$ cat src/rtl/pong_pkg.sv
// Shared types and constants for the Pong match controller and its helpers.
package pong_pkg;

    typedef enum logic [2:0] {
        StIdle,
        StServe,
        StPlay,
        StPoint,
        StOver
    } pong_state_t;

    localparam int unsigned SCORE_W       = 4;
    localparam int unsigned DEF_WIN_SCORE = 9;

    function automatic int unsigned max_u(input int unsigned a, input int unsigned b);
        return (a > b) ? a : b;
    endfunction

endpackage

$ cat src/rtl/pong_match_ctrl_if.sv
// Signal bundle between the playfield/button logic and the match controller.
interface pong_match_ctrl_if;
    import pong_pkg::*;

    logic               up;
    logic               down;
    logic               up1;
    logic               down1;
    logic               frame_tick;
    logic               miss_left;
    logic               miss_right;
    logic [SCORE_W-1:0] score1;
    logic [SCORE_W-1:0] score2;
    logic               start;
    logic               game_over;
    logic               play_en;
    logic               ball_reset;
    logic               serve_dir;

    modport master (
        output up, down, up1, down1, frame_tick, miss_left, miss_right,
        input  score1, score2, start, game_over, play_en, ball_reset, serve_dir
    );

    modport slave (
        input  up, down, up1, down1, frame_tick, miss_left, miss_right,
        output score1, score2, start, game_over, play_en, ball_reset, serve_dir
    );

endinterface

$ cat src/rtl/pong_frame_timer.sv
// Counts frame ticks since the last clear and flags the tick that reaches the target count.
module pong_frame_timer #(
    parameter int unsigned CNT_W = 6
) (
    input  logic             clk_100MHz,
    input  logic             reset_n,
    input  logic             clear,
    input  logic             en,
    input  logic             frame_tick,
    input  logic [CNT_W-1:0] target,
    output logic             done
);

    logic [CNT_W-1:0] cnt_q, cnt_d;

    // Clear wins over a coincident tick so the entry-edge tick is never counted.
    always_comb begin
        cnt_d = cnt_q;
        if (clear) begin
            cnt_d = '0;
        end else if (en && frame_tick) begin
            cnt_d = cnt_q + CNT_W'(1);
        end
    end

    always_ff @(posedge clk_100MHz or negedge reset_n) begin
        if (!reset_n) begin
            cnt_q <= '0;
        end else begin
            cnt_q <= cnt_d;
        end
    end

    assign done = en && frame_tick && (cnt_q == (target - CNT_W'(1)));

endmodule

$ cat src/rtl/pong_match_ctrl.sv
// Match-level FSM for two-player Pong: scoring, serve timing and ball-motion gating.
module pong_match_ctrl
    import pong_pkg::*;
#(
    parameter int unsigned WIN_SCORE    = DEF_WIN_SCORE,
    parameter int unsigned SERVE_FRAMES = 60,
    parameter int unsigned POINT_FRAMES = 30
) (
    input  logic              clk_100MHz,
    input  logic              reset_n,
    pong_match_ctrl_if.slave  bus
);

    localparam int unsigned CNT_W = $clog2(max_u(SERVE_FRAMES, POINT_FRAMES) + 1);

    localparam logic [SCORE_W-1:0] WIN     = SCORE_W'(WIN_SCORE);
    localparam logic [CNT_W-1:0]   SERVE_T = CNT_W'(SERVE_FRAMES);
    localparam logic [CNT_W-1:0]   POINT_T = CNT_W'(POINT_FRAMES);

    pong_state_t        state_q, state_d;
    logic [SCORE_W-1:0] score1_q, score1_d;
    logic [SCORE_W-1:0] score2_q, score2_d;
    logic               serve_dir_q, serve_dir_d;
    logic               ball_reset_q, ball_reset_d;
    logic               btn_prev_q;

    logic               any_btn;
    logic               press;
    logic               timer_clear;
    logic               timer_en;
    logic               timer_done;
    logic [CNT_W-1:0]   timer_target;

    assign any_btn = bus.up | bus.down | bus.up1 | bus.down1;
    assign press   = any_btn & ~btn_prev_q;

    pong_frame_timer #(
        .CNT_W (CNT_W)
    ) u_frame_timer (
        .clk_100MHz (clk_100MHz),
        .reset_n    (reset_n),
        .clear      (timer_clear),
        .en         (timer_en),
        .frame_tick (bus.frame_tick),
        .target     (timer_target),
        .done       (timer_done)
    );

    always_comb begin
        state_d      = state_q;
        score1_d     = score1_q;
        score2_d     = score2_q;
        serve_dir_d  = serve_dir_q;
        timer_target = SERVE_T;

        unique case (state_q)
            StIdle: begin
                if (press) begin
                    state_d = StServe;
                end
            end
            StServe: begin
                if (timer_done) begin
                    state_d = StPlay;
                end
            end
            StPlay: begin
                // A simultaneous double miss replays the point without scoring.
                if (bus.miss_left || bus.miss_right) begin
                    state_d = StPoint;
                end
                if (bus.miss_left && !bus.miss_right) begin
                    if (score2_q != WIN) begin
                        score2_d = score2_q + SCORE_W'(1);
                    end
                    serve_dir_d = 1'b0;
                end else if (bus.miss_right && !bus.miss_left) begin
                    if (score1_q != WIN) begin
                        score1_d = score1_q + SCORE_W'(1);
                    end
                    serve_dir_d = 1'b1;
                end
            end
            StPoint: begin
                timer_target = POINT_T;
                if (timer_done) begin
                    state_d = ((score1_q == WIN) || (score2_q == WIN)) ? StOver : StServe;
                end
            end
            StOver: begin
                if (press) begin
                    score1_d    = '0;
                    score2_d    = '0;
                    serve_dir_d = 1'b1;
                    state_d     = StServe;
                end
            end
            default: begin
                state_d = StIdle;
            end
        endcase
    end

    assign timer_clear  = (state_d != state_q);
    assign timer_en     = (state_q == StServe) || (state_q == StPoint);
    assign ball_reset_d = (state_d == StServe) && (state_q != StServe);

    // Previous-button register resets high so a button held through reset is not a press.
    always_ff @(posedge clk_100MHz or negedge reset_n) begin
        if (!reset_n) begin
            state_q      <= StIdle;
            score1_q     <= '0;
            score2_q     <= '0;
            serve_dir_q  <= 1'b1;
            ball_reset_q <= 1'b0;
            btn_prev_q   <= 1'b1;
        end else begin
            state_q      <= state_d;
            score1_q     <= score1_d;
            score2_q     <= score2_d;
            serve_dir_q  <= serve_dir_d;
            ball_reset_q <= ball_reset_d;
            btn_prev_q   <= any_btn;
        end
    end

    assign bus.score1     = score1_q;
    assign bus.score2     = score2_q;
    assign bus.start      = (state_q != StIdle);
    assign bus.game_over  = (state_q == StOver);
    assign bus.play_en    = (state_q == StPlay);
    assign bus.ball_reset = ball_reset_q;
    assign bus.serve_dir  = serve_dir_q;

endmodule

$ cat src/flat_wrapper.sv
// flat-port wrapper written by rule: the top's interface ports become plain ports
module pong_match_ctrl_flat import pong_pkg::*;
#(
    parameter int unsigned WIN_SCORE    = DEF_WIN_SCORE,
    parameter int unsigned SERVE_FRAMES = 60,
    parameter int unsigned POINT_FRAMES = 30
)
  (clk_100MHz, reset_n, bus_up, bus_down, bus_up1, bus_down1, bus_frame_tick, bus_miss_left, bus_miss_right, bus_score1, bus_score2, bus_start, bus_game_over, bus_play_en, bus_ball_reset, bus_serve_dir);
  pong_match_ctrl_if bus_i ();
  input  logic clk_100MHz;
  input  logic reset_n;
  input wire logic [$bits(bus_i.up)-1:0] bus_up;
  input wire logic [$bits(bus_i.down)-1:0] bus_down;
  input wire logic [$bits(bus_i.up1)-1:0] bus_up1;
  input wire logic [$bits(bus_i.down1)-1:0] bus_down1;
  input wire logic [$bits(bus_i.frame_tick)-1:0] bus_frame_tick;
  input wire logic [$bits(bus_i.miss_left)-1:0] bus_miss_left;
  input wire logic [$bits(bus_i.miss_right)-1:0] bus_miss_right;
  output wire logic [$bits(bus_i.score1)-1:0] bus_score1;
  output wire logic [$bits(bus_i.score2)-1:0] bus_score2;
  output wire logic [$bits(bus_i.start)-1:0] bus_start;
  output wire logic [$bits(bus_i.game_over)-1:0] bus_game_over;
  output wire logic [$bits(bus_i.play_en)-1:0] bus_play_en;
  output wire logic [$bits(bus_i.ball_reset)-1:0] bus_ball_reset;
  output wire logic [$bits(bus_i.serve_dir)-1:0] bus_serve_dir;
  assign bus_i.up = bus_up;
  assign bus_i.down = bus_down;
  assign bus_i.up1 = bus_up1;
  assign bus_i.down1 = bus_down1;
  assign bus_i.frame_tick = bus_frame_tick;
  assign bus_i.miss_left = bus_miss_left;
  assign bus_i.miss_right = bus_miss_right;
  assign bus_score1 = bus_i.score1;
  assign bus_score2 = bus_i.score2;
  assign bus_start = bus_i.start;
  assign bus_game_over = bus_i.game_over;
  assign bus_play_en = bus_i.play_en;
  assign bus_ball_reset = bus_i.ball_reset;
  assign bus_serve_dir = bus_i.serve_dir;
  pong_match_ctrl #(.WIN_SCORE(WIN_SCORE), .SERVE_FRAMES(SERVE_FRAMES), .POINT_FRAMES(POINT_FRAMES)) u_core (.clk_100MHz(clk_100MHz), .reset_n(reset_n), .bus(bus_i));
endmodule
$ cat config.mk
export PLATFORM = sky130hd
export DESIGN_NAME = pong_match_ctrl_flat
export DESIGN_NICKNAME = d
export VERILOG_FILES = /design/src/rtl/pong_pkg.sv /design/src/rtl/pong_match_ctrl_if.sv /design/src/rtl/pong_frame_timer.sv /design/src/rtl/pong_match_ctrl.sv /design/src/flat_wrapper.sv
export SDC_FILE = /design/constraint.sdc
export NUM_CORES = 1
export LEC_CHECK = 0
export CORE_AREA = 8 8 58 60
export DETAILED_ROUTE_END_ITERATION = 6
export DIE_AREA = 0 0 66 68
export PLACE_DENSITY = 0.78
export REMOVE_ABC_BUFFERS = 1
export SYNTH_ARGS = -nofsm -noshare
export SYNTH_HDL_FRONTEND = slang
export SYNTH_SLANG_ARGS = --single-unit
$ cat constraint.sdc
create_clock -name clk_100MHz -period 2.1 [get_ports clk_100MHz]
set_input_delay 0.42 -clock clk_100MHz [delete_from_list [all_inputs] [get_ports clk_100MHz]]
set_output_delay 0.42 -clock clk_100MHz [all_outputs]
set_load 0.01 [all_outputs]
== Word level (Yosys, flattened, before mapping) ==
Index checks and enable logic that the tools add are counted.

* Register bits: 20
* Bits of input ports: 9
* Output and inout bits: 13
* Word-level logic and storage cells: 74

* Add/sub/neg operators: 4
* Equality and inequality tests: 19
* Multiplexer cells: 21
* Bitwise operators: 5
* Reduce and logical (&&, ||, !) cells: 18

{| class="wikitable"
|+ Operator list
! kind !! count
|-
| $mux W4 || 6
|-
| $mux W6 || 3
|-
| $pmux W4 S2 || 2
|-
| $mux W3 || 5
|-
| $pmux W3 S4 || 1
|-
| $ne A2 B1 Y1 const B || 5
|-
| $add A4 B1 Y4 const B || 2
|-
| $eq A4 B4 Y1 const B || 2
|-
| $ne A4 B4 Y1 const B || 2
|-
| $add A6 B1 Y6 const B || 1
|-
| $eq A3 B1 Y1 const B || 2
|-
| $eq A3 B2 Y1 const B || 2
|-
| $eq A6 B6 Y1 || 1
|-
| $ne A3 B1 Y1 const B || 2
|-
| $sub A6 B1 Y6 const B || 1
|-
| $logic_and A1 B1 Y1 || 5
|-
| $reduce_and A5 Y1 || 1
|-
| $reduce_and A4 Y1 || 1
|-
| $reduce_bool A2 Y1 || 2
|-
| $eq A3 B3 Y1 const B || 1
|-
| $logic_not A3 Y1 || 1
|-
| $logic_or A1 B1 Y1 || 3
|-
| $mux W1 || 3
|-
| $ne A3 B3 Y1 || 1
|-
| other kinds (9) || 12
|}

== Logic depth before layout (Yosys ltp) ==
Gate-level depths: netlist of run 1.

* Depth in word-level cells: 9
* Depth in mapped cells: 6
* Mapped depth without buffers: 6

== Hierarchy ==
From an unflattened synthesis of run 1, not the netlist that was laid out.

* Cells, all modules: 144
* Area, all modules: 1,347.5 um^2

{| class="wikitable"
|+ Modules (own cells, without submodules)
! module !! instances !! cells an instance !! area each (um^2) !! seq. area each (um^2)
|-
| pong_match_ctrl || 1 || 95 || 904.6 || 352.8
|-
| pong_frame_timer || 1 || 49 || 442.9 || 150.1
|}

== Worst setup path before layout of run 1 ==
OpenSTA, ideal clock, no wires.

* Path type: flip-flop to flip-flop
* Start: register u_core.state_q[2]
* End: register u_core.score2_q[3] (netlist: u_core.bus.score2[3])
* Library setup time: 0.066 ns
* Arrival: 1.548 ns
* Data required time: 2.034 ns
* Setup slack: 0.486 ns
* Stages on the path, launching flop included: 6
* Path buffers: 1
* Clock period less this slack: 1.614 ns
* Cells stage by stage: dfrtp_1 buf_6 nor3b_4 nand4b_4 or4_1 nand2_1

* Longest elaborated chain between the ends: 3
* Elaborated cells on any way between the ends: 8
* Those cells by class: eq/ne: 5; mux: 1; reduce/logical: 2

{| class="wikitable"
|+ RTL lines
! item !! line !! source
|-
| from (decl) || pong_match_ctrl.sv:20 || <nowiki>pong_state_t state_q, state_d;</nowiki>
|-
| from (signal assigned) || pong_match_ctrl.sv:111 || <nowiki>state_q <= StIdle;</nowiki>
|-
| from (signal assigned) || pong_match_ctrl.sv:118 || <nowiki>state_q <= state_d;</nowiki>
|-
| $eq A3 B2 Y1 * || n/a ||
|-
| named net bus_play_en || flat_wrapper.sv:23 || <nowiki>output wire logic [$bits(bus_i.play_en)-1:0] bus_play_en;</nowiki>
|-
| $ne A2 B1 Y1 (no source line) or $reduce_bool A2 Y1 (tied branches) || n/a ||
|-
| $reduce_and A4 Y1 (no source line) || n/a ||
|-
| to (signal assigned) || pong_match_ctrl.sv:120 || <nowiki>score2_q <= score2_d;</nowiki>
|-
| to (decl) || pong_match_ctrl.sv:22 || <nowiki>logic [SCORE_W-1:0] score2_q, score2_d;</nowiki>
|}

The timed path passes the listed nets; every way through them passes the cells marked *.
A chain may end at the register's enable or synchronous reset.

== Worst setup path in the final report of run 1 ==
* Start: register u_core.state_q[0]
* End: output bus_game_over

* Longest elaborated chain between the ends: 1

{| class="wikitable"
|+ RTL lines
! item !! line !! source
|-
| $eq A3 B3 Y1 || pong_match_ctrl.sv:130 || <nowiki>assign bus.game_over = (state_q == StOver);</nowiki>
|-
| to (decl) || flat_wrapper.sv:22 || <nowiki>output wire logic [$bits(bus_i.game_over)-1:0] bus_game_over;</nowiki>
|}

Every way passes these cells.

==> results.py, run 1 <==
metrics = {
    "drt": {
        "drt-initial-drc-count": 39,
        "highest_layer": "met4",
        "wl_met3_um": 118,
        "route.met2.wl_mm": 1.44,
        "wl_per_cell_um": 15.6,
        "drt-met1-wl_mm": 1.24,
        "drt_pass1_iterations": 4,
        "routed_via_density": 5.74,
        "vias": 1044,
        "wl_mm": 2.84,
        "postRouteAntennaNets": 0,
        "drc": 0,
    },
    "clock_tree": {
        "cts_root_buf": "clkbuf_4",
        "holdBufCountCts": 0,
        "cts_sinks": 20,
        "path_clk_slew_ps": 120,
        "clk_latency_ps": 300,
        "numCtsBuffers": 3,
        "htree_levels": 1,
        "clockBufferDepth": 2,
        "cts_tree": "done",
    },
    "critical_path": {
        "end_kind": "output pin",
        "path_depth": 2,
        "path_delay_family": "buffers and inverters",
        "path_buf_inv": 1,
        "cp.arrival_ps": 1630,
        "cp-start-kind": "flop",
        "cp_cell_sequence": "nor3b_4, clkdlybuf4s50_1",
        "rr_worst_depth": 5,
        "critical_path_required_ps": 1680,
        "crit_fanout": 10,
        "crit_path_max_incr_delay_ps": 570,
        "path_class": "reg -> out",
        "slowest_stage": "clkdlybuf4s50_1",
    },
    "logic_synthesis": {
        "ys.flop_type": "dfrtp_1",
        "yosysWarningCount": 0,
        "synth_area_mm2": 0.00125,
        "avgSynthCellArea_um2": 10.3,
        "synth.ff_latch_count": 20,
        "synth-edff-count": 0,
        "ys_seq_area_share_pct": 40.3,
        "synthesis.instances": 121,
        "yosysUniqueCellTypes": 42,
        "async_flop_share_pct": 100,
    },
    "placed_design": {
        "io_buffers": 21,
        "pre_cts_slack_ps": -97.1,
        "hpwl_mm": 2.19,
        "gp_congestion": 0.822,
        "dpl_cell_area_mm2": 0.00151,
    },
    "cells_and_area": {
        "final_cell_mix": "clkdlybuf4s50_1, dfrtp_1, nand2_1",
        "syn2layout_area_growth_pct": 25.8,
        "finalInstanceArea_mm2": 0.00157,
        "final_layout_size_suffix_gt1_share_pct": 19.9,
        "fin_nets": 166,
        "diodes": 0,
        "layout_commonest_cell": "clkdlybuf4s50_1",
    },
    "global_routing": {
        "grt_pass1_vias": 1074,
        "grt_pass1_wl_mm": 4.86,
        "grt.total_usage_pct": 13.9,
        "grt_antenna_before_repair": 0,
        "grt_remaining_overflow": 0,
        "grt_max_degree": 14,
    },
    "timing": {
        "rsz0062_at_grt": "false",
        "period_share_pct": 97.5,
        "period_needed_ps": 2050,
        "hold_viol_final": 0,
        "timing.fmax_mhz": 489,
        "max_slew_margin_pct": 66.4,
        "clock_skew_ps": 0.864,
        "slew_violations": 0,
        "worst_slack_ps": 53.3,
        "tightest_slew_ps": 504,
        "setup_tns_ps": 0,
        "setup_viol": 0,
    },
    "hold_path": {
        "hp-class": "in -> async",
    },
    "floorplan": {
        "core_mm2": 0.00257,
        "fp.dieArea_mm2": 0.00449,
        "initial_core_util_pct": 48.6,
        "top_level_ports": 22,
        "row_count": 19,
        "die-height_um": 68,
        "dieWidth_um": 66,
    },
    "power_and_ir_drop": {
        "power.leakage_nw": 0.627,
        "power_mw": 1.05,
        "pwr_density_cell_mw_per_mm2": 667,
        "ir_worst_vdd_v": 0.000672,
    },
    "flow_run": {
        "drv_cap": 0,
    },
    "run_status": {
        "outcome": "finished clean",
    },
}
per-layer routing:
layer	GRT usage [%]	vias up
met5	0	-
met4	5.60	0
met3	3.44	5
met2	24.5	17
met1	15.8	509
li1	-	513
final timing paths:
check | to | startpoint | slack, ps
worst max-delay path | bus_game_over | u_core.state_q[0] | 50
worst min-delay path | u_core.bus.score2[0] | reset_n | 380
worst max register to register | u_core.u_frame_timer.cnt_q[0] | u_core.state_q[1] | 360
worst min register to register | u_core.bus.serve_dir | u_core.bus.serve_dir | 590
max in group asynchronous | u_core.state_q[2] | reset_n | 1190
min in group clk_100MHz | u_core.bus.serve_dir | u_core.bus.serve_dir | 590
state kept, by name, summed over array words and instances (netlist names):
register	cells
u_core.bus.score2	4
u_core.state_q	3
u_core.btn_prev_q	1
u_core.bus.serve_dir	1
u_core.bus.ball_reset	1
u_core.u_frame_timer.cnt_q	6
u_core.bus.score1	4
cell families after synthesis:
group | share of synthesized area, %
AND/OR/NAND/NOR | 29.0
AO/OA/AOI/OAI | 15.9
flip-flops | 40.3
buffers and inverters | 4.31
XOR/XNOR | 3.51
adder cells (fa/ha/maj) | 5.02
multiplexers | 1.91
power breakdown:
| group | total, mW | leakage [nW] | internal (mW) | switching (mW) |
|---|---|---|---|---|
| sequential | 0.539 | 0.247 | 0.452 | 0.0875 |
| combinational | 0.275 | 0.359 | 0.147 | 0.128 |
| clock | 0.232 | 0.0210 | 0.106 | 0.126 |
layout make-up:
| cell class | instances | area, um2 |
|---|---|---|
| Tap cell | 31 | 38.8 |
| Clock buffer | 4 | 36.3 |
| Inverter | 7 | 26.3 |
| Fill cell | 223 | 998 |
| Timing Repair Buffer | 29 | 270 |
| Sequential cell | 20 | 507 |
| Multi-Input combinational cell | 91 | 691 |
Yosys cell counts, types with 2 or more instances:
library cell / n / share of area (%)
dfrtp_1: 18 / 36
nand2_1: 10 / 3.0
nand3_1: 9 / 3.6
nor2_1: 7 / 2.1
a211oi_1: 6 / 3.6
inv_1: 6 / 1.8
ha_1: 5 / 5.0
o21ai_0: 5 / 2.0
xor2_1: 4 / 2.8
a21oi_1: 3 / 1.2
nand3b_1: 3 / 1.8
o211ai_1: 3 / 1.8
a32o_1: 2 / 1.6
and2b_2: 2 / 1.4
and3b_1: 2 / 1.4
and4_1: 2 / 1.4
buf_6: 2 / 1.8
dfstp_2: 2 / 4.2
nand4_1: 2 / 1.0
nor3b_4: 2 / 3.0
nor4_1: 2 / 1.0
o22ai_1: 2 / 1.0
o31ai_1: 2 / 1.2
or4_1: 2 / 1.2
per-stage QoR:
| stage | std cells | hold slack [ps] | utilization, % |
|---|---|---|---|
| 6_report | 182 | 385 | 61.1 |
| 4_1_cts | 180 | 391 | 60.5 |
| 3_5_place_dp | 176 | 573 | 59.0 |
| 5_1_grt | 182 | 383 | 61.1 |
| 3_3_place_gp | 176 | 534 | 59.0 |
| 2_1_floorplan | 118 | 124 | - |
timing repair:
item                       CTS  global route
gates resized for setup      3             0
setup endpoints to repair    2             1
hold endpoints to repair     0             0
buffers inserted             0             2
worst register-to-register path: stages (launching register included):
cell and delay [ps]:
dfrtp_2 480, buf_4 160, and3b_2 210, mux2i_2 300, o22ai_1 240, a211oi_1 270
Note: power is estimated with default switching activity, not from simulation.
==> inputs of run 2 (changes only) <==
--- a/config.mk
+++ b/config.mk
@@ -8,8 +8,10 @@
 export CORE_AREA = 8 8 58 60
 export DETAILED_ROUTE_END_ITERATION = 6
 export DIE_AREA = 0 0 66 68
+export HOLD_SLACK_MARGIN = 0.06
 export PLACE_DENSITY = 0.78
 export REMOVE_ABC_BUFFERS = 1
+export SETUP_SLACK_MARGIN = 0.5
 export SYNTH_ARGS = -nofsm -noshare
 export SYNTH_HDL_FRONTEND = slang
 export SYNTH_SLANG_ARGS = --single-unit
==> run 2 against run 1 <==
Against the previous run:
- largest cell class unchanged
- final cell count grew 16%
- global-route usage grew 4.3 points
- worst setup slack gained 280 ps
- sequential cell count is the same
- sequential share of layout area shrank 6.3 points
- core utilization grew 15 points
- clock power shrank 2%
==> results.py, run 2 (same netlist as run 1, synthesis figures left out) <==
metrics = {
    "clock_tree": {
        "cts_root_buf": "clkbuf_4",
        "htree_levels": 1,
        "path_clk_slew_ps": 110,
        "clockBufferDepth": 2,
        "numCtsBuffers": 3,
        "cts_sinks": 20,
        "clk_latency_ps": 310,
        "cts_tree": "done",
    },
    "timing": {
        "slew_violations": 0,
        "setup_viol": 0,
        "fin_hold_ws_ps": 389,
        "max_slew_margin_pct": 73.6,
        "hold_viol_final": 0,
        "tightest_slew_ps": 395,
        "clock_skew_ps": 1.36,
        "timing.fmax_mhz": 565,
        "rsz0062_at_grt": "true",
        "period_share_pct": 84.2,
        "period_needed_ps": 1770,
        "worst_slack_ps": 331,
    },
    "placed_design": {
        "io_buffers": 21,
        "hpwl_mm": 2.19,
        "dpl_cell_area_mm2": 0.00151,
        "pre_cts_slack_ps": -97.1,
        "gp_congestion": 0.822,
    },
    "critical_path": {
        "path_buf_inv": 2,
        "critical_path_required_ps": 2280,
        "end_kind": "flop",
        "slowest_stage": "dfrtp_2",
        "cp-start-kind": "flop",
        "cp.arrival_ps": 1950,
        "crit_path_max_incr_delay_ps": 440,
        "cp_cell_sequence": "buf_6, buf_6, and3b_2, mux2i_4, a21oi_4, a211oi_2",
        "path_delay_family": "compound AO/OA/AOI/OAI gates",
        "crit_fanout": 7,
        "path_common_cell": "buf_6",
        "path_class": "reg -> reg",
    },
    "floorplan": {
        "dieWidth_um": 66,
        "row_count": 19,
        "fp.dieArea_mm2": 0.00449,
        "initial_core_util_pct": 48.6,
        "top_level_ports": 22,
        "core_mm2": 0.00257,
        "die-height_um": 68,
    },
    "power_and_ir_drop": {
        "ir_worst_vdd_v": 0.000859,
        "combPwrFrac_pct": 35.6,
        "p_clk_share_pct": 18.9,
        "power_mw": 1.20,
        "power.sequential.fraction_pct": 45.4,
        "internal_power_mw": 0.784,
        "pwr_density_cell_mw_per_mm2": 617,
        "swShare_pct": 34.7,
        "switchingPower_mw": 0.417,
        "power.leakage_nw": 0.852,
    },
    "cells_and_area": {
        "finalInstanceArea_mm2": 0.00195,
        "final_cell_mix": "buf_4, dfrtp_1, dlygate4sd2_1",
        "top_register": "u_core.u_frame_timer.cnt_q",
        "diodes": 0,
        "final_layout_size_suffix_gt1_share_pct": 46.4,
        "fin_nets": 196,
        "largest_reg_flops": 6,
        "syn2layout_area_growth_pct": 56.1,
        "layout_commonest_cell": "buf_4",
    },
    "drt": {
        "drc": 0,
        "drt_pass1_iterations": 4,
        "wl_per_cell_um": 19.1,
        "routed_via_density": 5.88,
        "wl_mm": 4.04,
        "drt-initial-drc-count": 70,
        "vias": 1246,
        "postRouteAntennaNets": 0,
    },
    "hold_path": {
        "hp-class": "in -> async",
    },
    "global_routing": {
        "grt_max_degree": 14,
        "grt_pass1_wl_mm": 6.30,
        "grt.total_usage_pct": 18.1,
        "grt_remaining_overflow": 0,
        "grt_pass1_vias": 1274,
        "grt_antenna_before_repair": 0,
    },
    "run_status": {
        "outcome": "finished clean",
    },
    "flow_run": {
        "drv_cap": 0,
    },
}
-- run 2: changes by cell type in the layout (fill, tap and decap cells not counted), sizes merged --
cell / previous run / this run
clkdlybuf4s15: 0 / 1
clkdlybuf4s50: 21 / 5
dlygate4sd2: 0 / 12
clkbuf: 4 / 5
buf: 8 / 40
-- run 2: final timing paths --
kind,startpoint,endpoint,slack [ps],cells past startpoint
max,u_core.state_q[0],u_core.u_frame_timer.cnt_q[2],330,6
min,reset_n,u_core.bus.score1[3],390,1
max reg2reg,u_core.state_q[0],u_core.u_frame_timer.cnt_q[2],330,6
min reg2reg,u_core.bus.score2[0],u_core.bus.score2[0],550,1
max in group asynchronous,reset_n,u_core.state_q[0],1170,2
min in group clk_100MHz,u_core.bus.score2[0],u_core.bus.score2[0],550,1
-- run 2: cell type report --
class,instances,area [um2]
multi-input cells,91,840
repair buffers,59,499
clock buffers,4,36.3
flip-flops and latches,20,507
fillers,169,621
well taps,31,38.8
inverters,7,26.3
-- run 2: metal layers --
metal	global-route usage (%)	up-vias	part of all wire, %
li1	-	575	-
met1	20.5	622	41
met2	34.7	41	53
met3	2.95	8	5.2
met4	4.27	0	1.1
met5	0	-	0
-- run 2: stage by stage --
step	cells	TNS (ps)	util (%)
2_1_floorplan	118	0	-
3_3_place_gp	176	0	59.0
3_5_place_dp	176	-444	59.0
4_1_cts	206	0	71.2
5_1_grt	212	0	75.8
6_report	212	0	75.8
-- run 2: what timing repair did --
item / CTS / global route
hold buffers: 0 / 0
hold endpoints to repair: 0 / 0
resized for setup: 44 / 25
endpoints found under the setup margin: 30 / 21
pin swaps: 16 / 14
buffers inserted: 26 / 6
-- run 2: power groups by stage --
stage | registers (mW) | logic, mW | clock network [mW]
2_1_floorplan | 0.525 | 0.187 | 0
3_3_place_gp | 0.540 | 0.247 | 0
3_5_place_dp | 0.548 | 0.253 | 0
4_1_cts | 0.527 | 0.392 | 0.234
5_1_grt | 0.551 | 0.455 | 0.255
6_report | 0.546 | 0.428 | 0.227
==> inputs of run 3 (changes only) <==
--- a/config.mk
+++ b/config.mk
@@ -5,11 +5,11 @@
 export SDC_FILE = /design/constraint.sdc
 export NUM_CORES = 1
 export LEC_CHECK = 0
-export CORE_AREA = 8 8 58 60
+export CORE_AREA = 8 8 61 63
 export DETAILED_ROUTE_END_ITERATION = 6
-export DIE_AREA = 0 0 66 68
+export DIE_AREA = 0 0 69 71
 export HOLD_SLACK_MARGIN = 0.06
-export PLACE_DENSITY = 0.78
+export PLACE_DENSITY = 0.73
 export REMOVE_ABC_BUFFERS = 1
 export SETUP_SLACK_MARGIN = 0.5
 export SYNTH_ARGS = -nofsm -noshare
==> constraint.sdc (replaced) <==
create_clock -name clk_100MHz -period 1.6 [get_ports clk_100MHz]
set_input_delay 0.32 -clock clk_100MHz [delete_from_list [all_inputs] [get_ports clk_100MHz]]
set_output_delay 0.32 -clock clk_100MHz [all_outputs]
set_load 0.01 [all_outputs]
==> run 3 against run 2 <==
Against the previous run:
- the run now ends with setup timing left
- sequential share of layout area down 3.9 points
- global-route usage decreased by 1.2 points
- worst hold slack worse by 35 ps
- largest power group unchanged
- highest routed layer unchanged
==> results.py, run 3 (same netlist as run 1, synthesis figures left out) <==
metrics = {
    "timing": {
        "worst_slack_ps": -87.0,
        "period_share_pct": 105,
        "timing.fmax_mhz": 593,
        "setup_tns_ps": -741,
        "max_slew_margin_pct": 76.9,
        "setup_viol": 17,
        "rsz0062_at_grt": "true",
        "clock_skew_ps": 1.82,
        "slew_violations": 0,
        "period_needed_ps": 1690,
        "hold_viol_final": 0,
        "tightest_slew_ps": 343,
    },
    "floorplan": {
        "die-height_um": 71,
        "top_level_ports": 22,
        "dieWidth_um": 69,
        "initial_core_util_pct": 43.7,
        "core_mm2": 0.00285,
        "fp.dieArea_mm2": 0.00490,
        "row_count": 20,
    },
    "clock_tree": {
        "htree_levels": 1,
        "numCtsBuffers": 3,
        "cts_sinks": 20,
        "holdBufCountCts": 0,
        "cts_root_buf": "clkbuf_4",
        "clk_latency_ps": 320,
        "clockBufferDepth": 2,
        "cts_tree": "done",
        "path_clk_slew_ps": 140,
    },
    "cells_and_area": {
        "final_layout_size_suffix_gt1_share_pct": 59.6,
        "top_register": "u_core.u_frame_timer.cnt_q",
        "fillCellCount": 164,
        "fin_nets": 223,
        "diodes": 0,
        "syn2layout_area_growth_pct": 83.8,
        "layout_commonest_cell": "buf_6",
        "final_cell_mix": "buf_6, buf_4, dfrtp_1",
        "largest_reg_flops": 6,
    },
    "critical_path": {
        "timing.rr.start": "u_core.state_q[1]",
        "cp.arrival_ps": 1370,
        "crit_path_max_incr_delay_ps": 460,
        "critical_path_required_ps": 1280,
        "slowest_stage": "dfrtp_2",
        "end_kind": "output pin",
        "path_delay_family": "flip-flops",
        "cp_cell_sequence": "buf_6, nor3b_4, buf_6",
        "crit_fanout": 3,
        "path_common_cell": "buf_6",
        "critPathLaunch": "u_core.state_q[1]",
        "cp-start-kind": "flop",
        "path_buf_inv": 2,
        "path_class": "reg -> out",
    },
    "power_and_ir_drop": {
        "power.sequential.fraction_pct": 40.8,
        "p_clk_share_pct": 19.6,
        "pwr_density_cell_mw_per_mm2": 740,
        "ir_worst_vdd_v": 0.000688,
        "internal_power_mw": 1.10,
        "power.leakage_nw": 1.00,
        "combPwrFrac_pct": 39.6,
        "switchingPower_mw": 0.597,
        "swShare_pct": 35.2,
    },
    "run_status": {
        "violations": "setup timing",
        "outcome": "finished, violations left",
    },
    "drt": {
        "drt-initial-drc-count": 116,
        "wl_per_cell_um": 19.2,
        "vias": 1393,
        "wl_mm": 4.64,
        "postRouteAntennaNets": 0,
        "routed_via_density": 5.78,
        "drt_pass1_iterations": 5,
        "drc": 0,
    },
    "global_routing": {
        "grt_antenna_before_repair": 0,
        "grt.total_usage_pct": 17.0,
        "grt_pass1_wl_mm": 7.00,
        "grt_max_degree": 21,
        "grt_remaining_overflow": 0,
        "grt_pass1_vias": 1411,
    },
    "placed_design": {
        "gp_congestion": 0.834,
        "pre_cts_slack_ps": -486,
        "io_buffers": 21,
        "hpwl_mm": 2.35,
    },
    "hold_path": {
        "hp-class": "in -> async",
    },
    "flow_run": {
        "drv_cap": 0,
    },
}
==> run 3: cell count changes in the layout (fill, tap and decap cells not counted), sizes merged <==
| cell | delta |
|---|---|
| clkbuf | -1 |
| buf | +38 |
| clkdlybuf4s15 | -1 |
| dlygate4sd2 | -9 |
==> run 3: power by group through the flow <==
stage | logic (mW) | registers, mW | clock network (mW)
finish | 0.671 | 0.691 | 0.333
global route | 0.720 | 0.700 | 0.347
CTS | 0.611 | 0.676 | 0.307
detailed placement | 0.458 | 0.691 | 0
global placement | 0.442 | 0.689 | 0
floorplan | 0.246 | 0.690 | 0
==> run 3: repair_timing <==
item	CTS	global route
setup endpoints to repair	32	32
gates resized for setup	117	21
pin swaps	17	20
buffers inserted	25	9
==> run 3: stage by stage <==
stage / total power [mW] / cells / util (%) / instance area [um2] / hold slack, ps
after floorplan: 0.935 / 118 / - / 1220 / 24.4
after global placement: 1.13 / 203 / 59.7 / 1700 / 539
after detailed placement: 1.15 / 203 / 59.7 / 1700 / 551
after CTS: 1.59 / 232 / 74.7 / 2130 / 334
after global routing: 1.77 / 241 / 80.4 / 2290 / 390
final: 1.70 / 241 / 80.4 / 2290 / 354
==> run 3: path summary, 6_finish.rpt <==
| path | endpoint | slack [ps] | cells past startpoint |
|---|---|---|---|
| max | bus_game_over | -90 | 3 |
| min | u_core.bus.score1[3] | 350 | 2 |
| max reg2reg | u_core.bus.score1[3] | -80 | 7 |
| min reg2reg | u_core.bus.score2[1] | 640 | 2 |
| max in group asynchronous | u_core.bus.serve_dir | 960 | 2 |
| min in group clk_100MHz | u_core.btn_prev_q | 540 | 4 |
==> run 3: routing by layer <==
metal  wire length, um  vias up  global-route usage [%]  share of wire, %
met5                 0        -                       0                 0
met4               121        0                    9.79               2.6
met3               157       14                    2.24               3.4
met2              2450       46                    29.9                53
met1              1910      703                    19.1                41
li1                  -      630                       -                 -
==> run 3: cell type report <==
cell class              count  area [um2]  share of cell area, %
clock buffers               4        36.3                   1.58
multi-input cells          91         855                   37.3
inverters                   7        26.3                   1.15
flip-flops and latches     20         507                   22.1
repair buffers             86         827                   36.1
well taps                  33        41.3                   1.80
==> run 3: worst reg2reg max path, cell delays in order (launching register included) <==
cell     delay [ps]
dfrtp_2         460
buf_6           140
nor3b_4         290
buf_4           170
buf_6            90
buf_6            90
nor4_2           40
a311o_1         310
